`src/rtl/rotation_aligner_pkg.sv`:
```
// rotation_aligner_pkg: shared types and constants for the rotation aligner.
//   state_t            - aligner states (SEARCH=0, CONFIRM=1, LOCKED=2)
//   DEFAULT_SYNC_WORD  - unrotated sync word used when no override is given
//   COUNT_WIDTH        - width of the good-sync / missed-sync counters
package rotation_aligner_pkg;

    typedef enum logic [1:0] {
        SEARCH  = 2'd0,
        CONFIRM = 2'd1,
        LOCKED  = 2'd2
    } state_t;

    localparam logic [7:0] DEFAULT_SYNC_WORD = 8'hB8;
    localparam int         COUNT_WIDTH       = 8;

endpackage

```
`src/rtl/rotation_aligner_if.sv`:
```
// rotation_aligner_if: word stream in, de-rotated stream and lock status out.
//   in_valid/in_data            - rotated input words
//   out_valid/out_data/out_sof  - de-rotated words, out_sof marks the sync word
//   locked/shift_amount         - alignment status and current rotation
// Modports: master drives the input stream, slave is the aligner.
interface rotation_aligner_if #(
    parameter int WIDTH       = 8,
    parameter int SHIFT_WIDTH = 3
);
    logic                   in_valid;
    logic [WIDTH-1:0]       in_data;
    logic                   out_valid;
    logic [WIDTH-1:0]       out_data;
    logic                   out_sof;
    logic                   locked;
    logic [SHIFT_WIDTH-1:0] shift_amount;

    modport master (
        output in_valid, in_data,
        input  out_valid, out_data, out_sof, locked, shift_amount
    );

    modport slave (
        input  in_valid, in_data,
        output out_valid, out_data, out_sof, locked, shift_amount
    );
endinterface

```
`src/rtl/rotation_aligner_barrel_shifter.sv`:
```
// barrel_shifter: combinational rotator.
//   data_in      - word to rotate
//   shift_amount - rotation distance (0..WIDTH-1)
//   direction    - 0 rotates right, 1 rotates left
//   data_out     - rotated word
module barrel_shifter #(
    parameter int WIDTH       = 8,
    parameter int SHIFT_WIDTH = 3
) (
    input  logic [WIDTH-1:0]       data_in,
    input  logic [SHIFT_WIDTH-1:0] shift_amount,
    input  logic                   direction,
    output logic [WIDTH-1:0]       data_out
);
    // Doubled word minus its top bit: any WIDTH-bit window starting at k
    // is the input rotated right by k.
    logic [2*WIDTH-2:0]     dbl_s;
    logic [SHIFT_WIDTH-1:0] idx_s;

    assign dbl_s = {data_in[WIDTH-2:0], data_in};

    // Select window start; a left rotation by k is a right rotation by WIDTH-k.
    always_comb begin
        idx_s = shift_amount;
        if (direction == 1'b0) begin
            idx_s = shift_amount;
        end else begin
            idx_s = SHIFT_WIDTH'(0) - shift_amount;
        end
    end

    assign data_out = dbl_s[idx_s +: WIDTH];
endmodule

```
`src/rtl/rotation_aligner.sv`:
```
// rotation_aligner: finds the unknown rotation of a framed word stream from
// its sync word, locks after LOCK_COUNT consecutive good syncs, drops lock
// after MISS_LIMIT consecutive missed syncs, and outputs de-rotated words
// one cycle after input while locked.
//   clk, rst_n - clock, asynchronous active-low reset
//   bus        - rotation_aligner_if slave (stream in, stream/status out)
module rotation_aligner
    import rotation_aligner_pkg::*;
#(
    parameter int               WIDTH       = 8,
    parameter int               SHIFT_WIDTH = 3,
    parameter logic [WIDTH-1:0] SYNC_WORD   = DEFAULT_SYNC_WORD,
    parameter int               FRAME_LEN   = 8,
    parameter int               LOCK_COUNT  = 2,
    parameter int               MISS_LIMIT  = 2
) (
    input  logic              clk,
    input  logic              rst_n,
    rotation_aligner_if.slave bus
);
    localparam int POS_WIDTH = (FRAME_LEN > 1) ? $clog2(FRAME_LEN) : 1;
    localparam logic [POS_WIDTH-1:0] POS_LAST  = POS_WIDTH'(FRAME_LEN - 1);
    localparam logic [POS_WIDTH-1:0] POS_AFTER = POS_WIDTH'((FRAME_LEN > 1) ? 1 : 0);

    state_t                 state_r, state_nxt_s;
    logic [POS_WIDTH-1:0]   pos_r, pos_nxt_s, pos_inc_s;
    logic [COUNT_WIDTH-1:0] good_r, good_nxt_s, good_inc_s;
    logic [COUNT_WIDTH-1:0] miss_r, miss_nxt_s, miss_inc_s;
    logic [SHIFT_WIDTH-1:0] shift_r, shift_nxt_s;
    logic                   out_valid_r, out_sof_r, locked_r;
    logic [WIDTH-1:0]       out_data_r;

    logic [2*WIDTH-2:0]     dbl_s;
    logic [WIDTH-1:0]       match_s;
    logic                   hit_s;
    logic [SHIFT_WIDTH-1:0] hit_k_s;
    logic [WIDTH-1:0]       derot_s;
    logic                   sync_ok_s;
    logic                   emit_s, sof_s;
    logic [WIDTH-1:0]       emit_data_s;

    // All-rotation sync compare used while searching.
    assign dbl_s = {bus.in_data[WIDTH-2:0], bus.in_data};
    for (genvar k = 0; k < WIDTH; k++) begin : g_match
        assign match_s[k] = (dbl_s[k +: WIDTH] == SYNC_WORD);
    end

    // Lowest matching rotation wins: scan downwards so lower k overrides.
    always_comb begin
        hit_s   = 1'b0;
        hit_k_s = SHIFT_WIDTH'(0);
        for (int k = WIDTH - 1; k >= 0; k--) begin
            hit_s   = match_s[k] ? 1'b1 : hit_s;
            hit_k_s = match_s[k] ? SHIFT_WIDTH'(k) : hit_k_s;
        end
    end

    barrel_shifter #(
        .WIDTH       (WIDTH),
        .SHIFT_WIDTH (SHIFT_WIDTH)
    ) u_derot (
        .data_in      (bus.in_data),
        .shift_amount (shift_r),
        .direction    (1'b0),
        .data_out     (derot_s)
    );

    assign sync_ok_s  = (derot_s == SYNC_WORD);
    assign pos_inc_s  = (pos_r == POS_LAST) ? POS_WIDTH'(0) : pos_r + POS_WIDTH'(1);
    assign good_inc_s = good_r + COUNT_WIDTH'(1);
    assign miss_inc_s = miss_r + COUNT_WIDTH'(1);

    // Next-state, counter and output-enable decode.
    always_comb begin
        state_nxt_s = state_r;
        pos_nxt_s   = pos_r;
        good_nxt_s  = good_r;
        miss_nxt_s  = miss_r;
        shift_nxt_s = shift_r;
        emit_s      = 1'b0;
        sof_s       = 1'b0;
        emit_data_s = derot_s;
        if (bus.in_valid) begin
            pos_nxt_s = pos_inc_s;
            case (state_r)
                SEARCH: begin
                    if (hit_s) begin
                        shift_nxt_s = hit_k_s;
                        pos_nxt_s   = POS_AFTER;
                        good_nxt_s  = COUNT_WIDTH'(1);
                        if (LOCK_COUNT == 1) begin
                            // Derotation uses the old k this cycle; a match
                            // means the de-rotated word is the sync word.
                            state_nxt_s = LOCKED;
                            miss_nxt_s  = COUNT_WIDTH'(0);
                            emit_s      = 1'b1;
                            sof_s       = 1'b1;
                            emit_data_s = SYNC_WORD;
                        end else begin
                            state_nxt_s = CONFIRM;
                        end
                    end else begin
                        pos_nxt_s = POS_WIDTH'(0);
                    end
                end
                CONFIRM: begin
                    if (pos_r != POS_WIDTH'(0)) begin
                        state_nxt_s = CONFIRM;
                    end else if (sync_ok_s) begin
                        good_nxt_s = good_inc_s;
                        if (good_inc_s >= COUNT_WIDTH'(LOCK_COUNT)) begin
                            state_nxt_s = LOCKED;
                            miss_nxt_s  = COUNT_WIDTH'(0);
                            emit_s      = 1'b1;
                            sof_s       = 1'b1;
                        end else begin
                            state_nxt_s = CONFIRM;
                        end
                    end else begin
                        state_nxt_s = SEARCH;
                        pos_nxt_s   = POS_WIDTH'(0);
                        good_nxt_s  = COUNT_WIDTH'(0);
                    end
                end
                LOCKED: begin
                    emit_s = 1'b1;
                    if (pos_r != POS_WIDTH'(0)) begin
                        sof_s = 1'b0;
                    end else if (sync_ok_s) begin
                        miss_nxt_s = COUNT_WIDTH'(0);
                        sof_s      = 1'b1;
                    end else if (miss_inc_s >= COUNT_WIDTH'(MISS_LIMIT)) begin
                        state_nxt_s = SEARCH;
                        pos_nxt_s   = POS_WIDTH'(0);
                        good_nxt_s  = COUNT_WIDTH'(0);
                        miss_nxt_s  = COUNT_WIDTH'(0);
                        emit_s      = 1'b0;
                    end else begin
                        miss_nxt_s = miss_inc_s;
                    end
                end
                default: begin
                    state_nxt_s = SEARCH;
                    pos_nxt_s   = POS_WIDTH'(0);
                    good_nxt_s  = COUNT_WIDTH'(0);
                    miss_nxt_s  = COUNT_WIDTH'(0);
                end
            endcase
        end else begin
            pos_nxt_s = pos_r;
        end
    end

    // State, counters, rotation and registered outputs.
    always_ff @(posedge clk or negedge rst_n) begin
        if (!rst_n) begin
            state_r     <= SEARCH;
            pos_r       <= POS_WIDTH'(0);
            good_r      <= COUNT_WIDTH'(0);
            miss_r      <= COUNT_WIDTH'(0);
            shift_r     <= SHIFT_WIDTH'(0);
            out_valid_r <= 1'b0;
            out_sof_r   <= 1'b0;
            out_data_r  <= WIDTH'(0);
            locked_r    <= 1'b0;
        end else begin
            state_r     <= state_nxt_s;
            pos_r       <= pos_nxt_s;
            good_r      <= good_nxt_s;
            miss_r      <= miss_nxt_s;
            shift_r     <= shift_nxt_s;
            out_valid_r <= emit_s;
            out_sof_r   <= sof_s;
            out_data_r  <= emit_s ? emit_data_s : out_data_r;
            locked_r    <= (state_nxt_s == LOCKED);
        end
    end

    assign bus.out_valid    = out_valid_r;
    assign bus.out_data     = out_data_r;
    assign bus.out_sof      = out_sof_r;
    assign bus.locked       = locked_r;
    assign bus.shift_amount = shift_r;
endmodule

```
`src/flat_wrapper.sv`:
```
// flat-port wrapper written by rule: the top's interface ports become plain ports
module rotation_aligner_flat import rotation_aligner_pkg::*;
#(
    parameter int               WIDTH       = 8,
    parameter int               SHIFT_WIDTH = 3,
    parameter logic [WIDTH-1:0] SYNC_WORD   = DEFAULT_SYNC_WORD,
    parameter int               FRAME_LEN   = 8,
    parameter int               LOCK_COUNT  = 2,
    parameter int               MISS_LIMIT  = 2
)
  (clk, rst_n, bus_in_valid, bus_in_data, bus_out_valid, bus_out_data, bus_out_sof, bus_locked, bus_shift_amount);
  rotation_aligner_if #(.WIDTH(WIDTH), .SHIFT_WIDTH(SHIFT_WIDTH)) bus_i ();
  input  logic clk;
  input  logic rst_n;
  input wire logic [$bits(bus_i.in_valid)-1:0] bus_in_valid;
  input wire logic [$bits(bus_i.in_data)-1:0] bus_in_data;
  output wire logic [$bits(bus_i.out_valid)-1:0] bus_out_valid;
  output wire logic [$bits(bus_i.out_data)-1:0] bus_out_data;
  output wire logic [$bits(bus_i.out_sof)-1:0] bus_out_sof;
  output wire logic [$bits(bus_i.locked)-1:0] bus_locked;
  output wire logic [$bits(bus_i.shift_amount)-1:0] bus_shift_amount;
  assign bus_i.in_valid = bus_in_valid;
  assign bus_i.in_data = bus_in_data;
  assign bus_out_valid = bus_i.out_valid;
  assign bus_out_data = bus_i.out_data;
  assign bus_out_sof = bus_i.out_sof;
  assign bus_locked = bus_i.locked;
  assign bus_shift_amount = bus_i.shift_amount;
  rotation_aligner #(.WIDTH(WIDTH), .SHIFT_WIDTH(SHIFT_WIDTH), .SYNC_WORD(SYNC_WORD), .FRAME_LEN(FRAME_LEN), .LOCK_COUNT(LOCK_COUNT), .MISS_LIMIT(MISS_LIMIT)) u_core (.clk(clk), .rst_n(rst_n), .bus(bus_i));
endmodule
```
`config.mk`:
```
export PLATFORM = sky130hd
export DESIGN_NAME = rotation_aligner_flat
export DESIGN_NICKNAME = d
export VERILOG_FILES = /design/src/rtl/rotation_aligner_pkg.sv /design/src/rtl/rotation_aligner_if.sv /design/src/rtl/rotation_aligner_barrel_shifter.sv /design/src/rtl/rotation_aligner.sv /design/src/flat_wrapper.sv
export SDC_FILE = /design/constraint.sdc
export NUM_CORES = 1
export LEC_CHECK = 0
export BUFFER_PORTS_ARGS = -buffer_cell sky130_fd_sc_hd__buf_2
export CORE_MARGIN = 4
export CORE_UTILIZATION = 42
export DETAILED_ROUTE_END_ITERATION = 8
export PLACE_DENSITY = 0.68
export SYNTH_ARGS = -nofsm -noshare
export SYNTH_HDL_FRONTEND = slang
export SYNTH_SLANG_ARGS = --single-unit
export TNS_END_PERCENT = 50
```
`constraint.sdc`:
```
create_clock -name clk -period 3.3 [get_ports clk]
set_input_delay 0 -clock clk [delete_from_list [all_inputs] [get_ports clk]]
set_output_delay 0 -clock clk [all_outputs]
set_load 0.03 [all_outputs]
```
Word level (Yosys, flattened, before mapping)
Cells that the tools add are included.
{ "word_totals": {"reg_bits": 35, "inputBits": 11, "output_inout_bits": 14} }
{ "classes": {"n_addsub": 3, "order_cmp": 2, "eq_ne": 20, "shifts": 1, "mux": 59, "bitwise": 1, "n_reduce_logical": 5} }
{ "ops": {"columns": ["op", "n"], "rows": [
  ["$mux 8", 12],
  ["$eq 8x8->1 const B", 9],
  ["$pmux 8 s3", 2],
  ["$mux 3", 14],
  ["$mux 1", 19],
  ["$add 8x1->8 const B", 2],
  ["$ge 8x2->1 const B", 2],
  ["$mux 2", 8],
  ["$shiftx 15x4->8", 1],
  ["$reduce_and 6->1", 2],
  ["$pmux 3 s3", 1],
  ["$ne 2x1->1 const B", 4],
  ["$ne 2x2->1 const B", 3],
  ["$pmux 2 s3", 1],
  ["$eq 2x2->1 const B", 2],
  ["$pmux 1 s2", 2],
  ["$add 3x1->3 const B", 1],
  ["$eq 3x3->1 const B", 1],
  ["$reduce_and 3->1", 1],
  ["$reduce_bool 3->1", 1],
  ["$eq 2x1->1 const B", 1],
  ["$logic_not 2->1", 1],
  ["$not 1->1", 1]
]} }

Logic depth before layout (Yosys ltp)
{ "depth": {"word_depth": 13, "ltp_mapped": 10} }

Cells and area by module
From an unflattened synthesis, not the netlist that was laid out.
{ "hier_totals": {"cells_unflattened": 245, "hier_area_um2": 2517.4} }
{ "modules_own_cells": {"columns": ["module", "n_inst", "cells_per_inst", "area_each_um2"], "rows": [
  ["rotation_aligner", 1, 213, 2180.8],
  ["barrel_shifter", 1, 32, 336.6]
]} }

Least setup slack after synthesis
Ideal clock, no wire load.
{ "synth_timing": {"path_kind": "register to register", "from": "reg u_core.shift_r[0] (netlist: u_core.bus.shift_amount[0])", "to": "reg u_core.out_data_r[0] (netlist: u_core.bus.out_data[0])", "setup_ns": 0.125, "arrival_time_ns": 2.985, "required_ns": 3.175, "slack_ns": 0.190, "stages_incl_launch_ff": 9, "n_path_buf": 2, "cell_sequence": "dfrtp_1 buf_6 buf_12 mux2i_1 nand2_1 mux4_2 o41a_1 a211oi_4 mux2_4"} }
{ "synth_via": {"elab_chain_len": 6} }
{ "synth_lines": {"columns": ["element", "line_no", "source"], "rows": [
  ["start, declared", "rotation_aligner.sv:29", "logic [SHIFT_WIDTH-1:0] shift_r, shift_nxt_s;"],
  ["start signal, assigned", "rotation_aligner.sv:171", "shift_r <= shift_nxt_s;"],
  ["$shiftx 15x4->8 *", "rotation_aligner_barrel_shifter.sv:32", "assign data_out = dbl_s[idx_s +: WIDTH];"],
  ["$eq 8x8->1 *", "rotation_aligner.sv:68", "assign sync_ok_s = (derot_s == SYNC_WORD);"],
  ["$mux 1, on equally long branches", "rotation_aligner.sv:129, rotation_aligner.sv:109", null],
  ["$mux 1, on equally long branches", "rotation_aligner.sv:127, rotation_aligner.sv:107", null],
  ["$pmux 1 s2 *", "rotation_aligner.sv:85", "case (state_r)"],
  ["$mux 1 *", "rotation_aligner.sv:83", "if (bus.in_valid) begin"],
  ["via u_core.emit_s", "rotation_aligner.sv:39", "logic emit_s, sof_s;"],
  ["end signal, assigned", "rotation_aligner.sv:174", "out_data_r <= emit_s ? emit_data_s : out_data_r;"],
  ["end, declared", "rotation_aligner.sv:31", "logic [WIDTH-1:0] out_data_r;"]
]} }
The timed path passes the listed nets; every way through them passes the cells marked *.
A chain may end at the register's enable or synchronous reset.

Final worst setup path
{ "layout_timing": {"from": "reg u_core.shift_r[0] (netlist: u_core.bus.shift_amount[0])", "to": "reg u_core.out_data_r[7] (netlist: u_core.bus.out_data[7])"} }
Same word-level chain as after synthesis.

==> flow_summary.toml <==
[run_status]
status = "finished, final reports clean"

[global_routing]
grt_max_degree = 36
antenna_found_initial = 0
grt_pass1_vias = 1936
grt_first_pass_wirelength_mm = 9.22
gr-usage-all-layers_pct = 14.8
grt-ovfl-total = 0

[sta]
period_needed_ns = 2.97
final.setup.tns_ns = 0
slew_viol_final = 0
skew_ns = 0.00436
finalHoldViolCount = 0
period_share_pct = 90.0
whs_ns = 0.142
setup_viol = 0
fmax_mhz = 337
rsz0062_at_grt = "no"
maxSlewHeadroom_pct = 47.7
tightest_slew_ns = 0.785

[final_layout]
layout.nets = 307
final_layout_size_suffix_gt1_share_pct = 22.7
area_delta_synth_final_pct = 10.5
antenna_cells = 0

[yosys]
synthArstFlopShare_pct = 100
synth.largest_area_cell = "dfrtp_1"
synth_cell_type_count = 57
yosys_most_used_dff = "dfrtp_1"
synth_edf_count = 0
avgSynthCellArea_um2 = 9.93
yosysWarnings = 0
ys_ff_latch = 35
postSynthCellCount = 268
synth_fp_nets = 290
synth.yosys.seq_area_share_pct = 32.9
ys_top_cells_by_area = "dfrtp_1, nor4bb_1, ha_1, mux2_4, mux4_2"
syn_area_mm2 = 0.00266
synth.top_cell.area_share_pct = 32.9

[cts]
cts_tree = "built"
clkTransAtPathRegs_ns = 0.07
htree_levels = 2
cts_sinks = 35
cts_buffers = 5
root_buffer = "clkbuf_8"
worstSkewPairLatency_ns = 0.29
clk_path_buf_depth = 2

[pwr]
vdd_drop_max_mv = 0.437
leakage_uw = 0.00130
power_uw = 1950
power_density_mw_per_mm2 = 664

[die]
dieArea_mm2 = 0.00768
die_x_um = 87.6
die_y_um = 87.6
design.core.area_mm2 = 0.00603
floorplan.initialDensity_pct = 44.2
fp-row-count = 28
ios = 25

[routing]
antenna_left = 0
drt_iter0_drc = 243
vias_per_cell = 5.76
drcViolationCount = 0
wl_per_cell_um = 15.2
firstDrtPassIters = 4
wl_mm = 5.49
vias = 2080

[hold_path]
min-delay-start = "bus_in_valid"
min_path_cells = 2
min_to = "u_core.bus.out_sof$_DFF_PN0_"
worst_hold_path_type = "input pin to flop"

[flow_run]
maxCapViolCount = 0

[placement]
io_buffers = 24
routabilityCongestion = 0.831
dp_hpwl_mm = 3.96

[setup_path]
critPathMaxFanout = 13
timing.reg2reg.worst_path_depth = 8
r2r_setup_slack_ns = 0.33
rr_startpoint = "u_core.bus.shift_amount[0]$_DFFE_PN0P_"
worstPathArrival_ns = 3.14
cp-start-kind = "flop"
end_kind = "flop"
r2r_end = "u_core.bus.out_data[7]$_DFFE_PN0P_"
required_ns = 3.47
crit_path_start = "u_core.bus.shift_amount[0]$_DFFE_PN0P_"
crit_type = "flop to flop"
==> worst max path at each step <==
stage	slack, ns	cells after the start	end
CTS	0.31	8	u_core.bus.out_data[7]$_DFFE_PN0P_
floorplan	0.19	8	u_core.bus.out_data[0]$_DFFE_PN0P_
detailed placement	0.32	8	u_core.bus.out_data[7]$_DFFE_PN0P_
finish	0.33	8	u_core.bus.out_data[7]$_DFFE_PN0P_
global placement	0.42	8	u_core.bus.out_data[0]$_DFFE_PN0P_
global route	0.18	8	u_core.bus.out_data[7]$_DFFE_PN0P_
==> stage by stage <==
step / setup WS (ns) / std cells / instance area [um^2] / utilization, %
after CTS: 0.313 / 361 / 2940 / 48.8
after detailed placement: 0.320 / 352 / 2820 / 46.7
final: 0.329 / 361 / 2940 / 48.8
after global placement: 0.421 / 352 / 2820 / 46.7
after global routing: 0.176 / 361 / 2940 / 48.8
after floorplan: 0.190 / 268 / 2660 / -
==> cell families (layout without fill, tap and decap cells) <==
| family | after synthesis | in the layout | synth area share, % |
|---|---|---|---|
| xor+xnor | 2 | 2 | 0.658 |
| fa+ha+maj | 11 | 11 | 5.17 |
| buf+inv | 32 | 50 | 5.40 |
| flops | 35 | 35 | 32.9 |
| simple gates | 96 | 96 | 21.9 |
| compound gates | 61 | 61 | 16.6 |
| mux | 31 | 31 | 17.4 |
==> state kept, by name, summed over array words and instances, names as in the netlist <==
| signal | cells |
|---|---|
| u_core.bus.out_data | 8 |
| u_core.good_r | 8 |
| u_core.miss_r | 8 |
| u_core.bus.locked | 1 |
| u_core.bus.shift_amount | 3 |
| u_core.bus.out_sof | 1 |
| u_core.bus.out_valid | 1 |
| u_core.pos_r | 3 |
| u_core.state_r | 2 |
==> per-layer routing <==
| layer | wire (um) | share of wire [%] | global-route usage, % | vias up |
|---|---|---|---|---|
| li1 | - | - | - | 1049 |
| met2 | 2490 | 45 | 22.9 | 37 |
| met5 | 0 | 0 | 0 | - |
| met1 | 2750 | 50 | 21.7 | 990 |
| met4 | 44 | 0.80 | 2.93 | 0 |
| met3 | 194 | 3.5 | 2.82 | 4 |
==> cell type report <==
type                       count  area (um^2)
inverter                      12         45.0
sequential                    35          876
clock buffer                   6         82.6
tap                           75         93.8
fill                         582         3080
clock inverter                 2         35.0
multi-input combinational    201         1640
timing repair buffer          30          168
==> cells in the mapped netlist, types with 3 or more instances <==
cell and instances:
ha_1 11, dfrtp_1 35, inv_1 12, a21oi_1 4, nand2b_1 4, o22ai_1 3
nor2_1 10, a211oi_1 3, nor2b_1 4, and2_1 10, nor3_1 3, nor4bb_1 15
a31oi_1 6, mux2i_1 6, and3_1 4, clkbuf_1 17, mux4_2 5, o21ai_0 20
nand2_1 27, mux2_4 8, mux2_2 8, nand3_1 5, a22o_1 6
==> power breakdown <==
group	total [uW]	leakage, uW	internal (uW)	switching (uW)
Sequential	618	0.000474	508	110
Clock	400	0.0000612	244	156
Combinational	937	0.000763	420	516
==> critical path, cell delays in order (launching register included) <==
cell	delay, ns
dfrtp_1	0.40
buf_4	0.26
mux2i_1	0.34
nand2_1	0.09
mux4_2	0.47
o41a_1	0.51
a211oi_4	0.25
buf_4	0.23
mux2_4	0.31
==> cells in the final DEF, fill, tap and decap left out, types with 2 or more instances in the layout <==
master / count
a211oi_1: 3
a21oi_1: 4
a22o_1: 6
a22oi_1: 2
a31oi_1: 6
and2_1: 10
and3_1: 4
buf_2: 24
buf_4: 5
clkbuf_8: 6
dfrtp_1: 35
ha_1: 11
inv_1: 12
mux2_2: 8
mux2_4: 8
mux2i_1: 6
mux2i_2: 2
mux4_1: 2
mux4_2: 5
nand2_1: 27
nand2b_1: 4
nand3_1: 5
nand4_1: 2
nor2_1: 10
nor2b_1: 4
nor3_1: 3
nor4bb_1: 15
o2111a_1: 2
o21ai_0: 20
o22ai_1: 3
o2bb2ai_1: 2
or4_1: 2
xor2_1: 2
==> what timing repair did <==
action,4_1_cts,5_1_grt
hold endpoints to repair,35,0
resized for setup,0,0
hold buffers,1,0
setup endpoints to repair,0,0
buffers inserted,0,0
(Power assumes the default switching activity.)
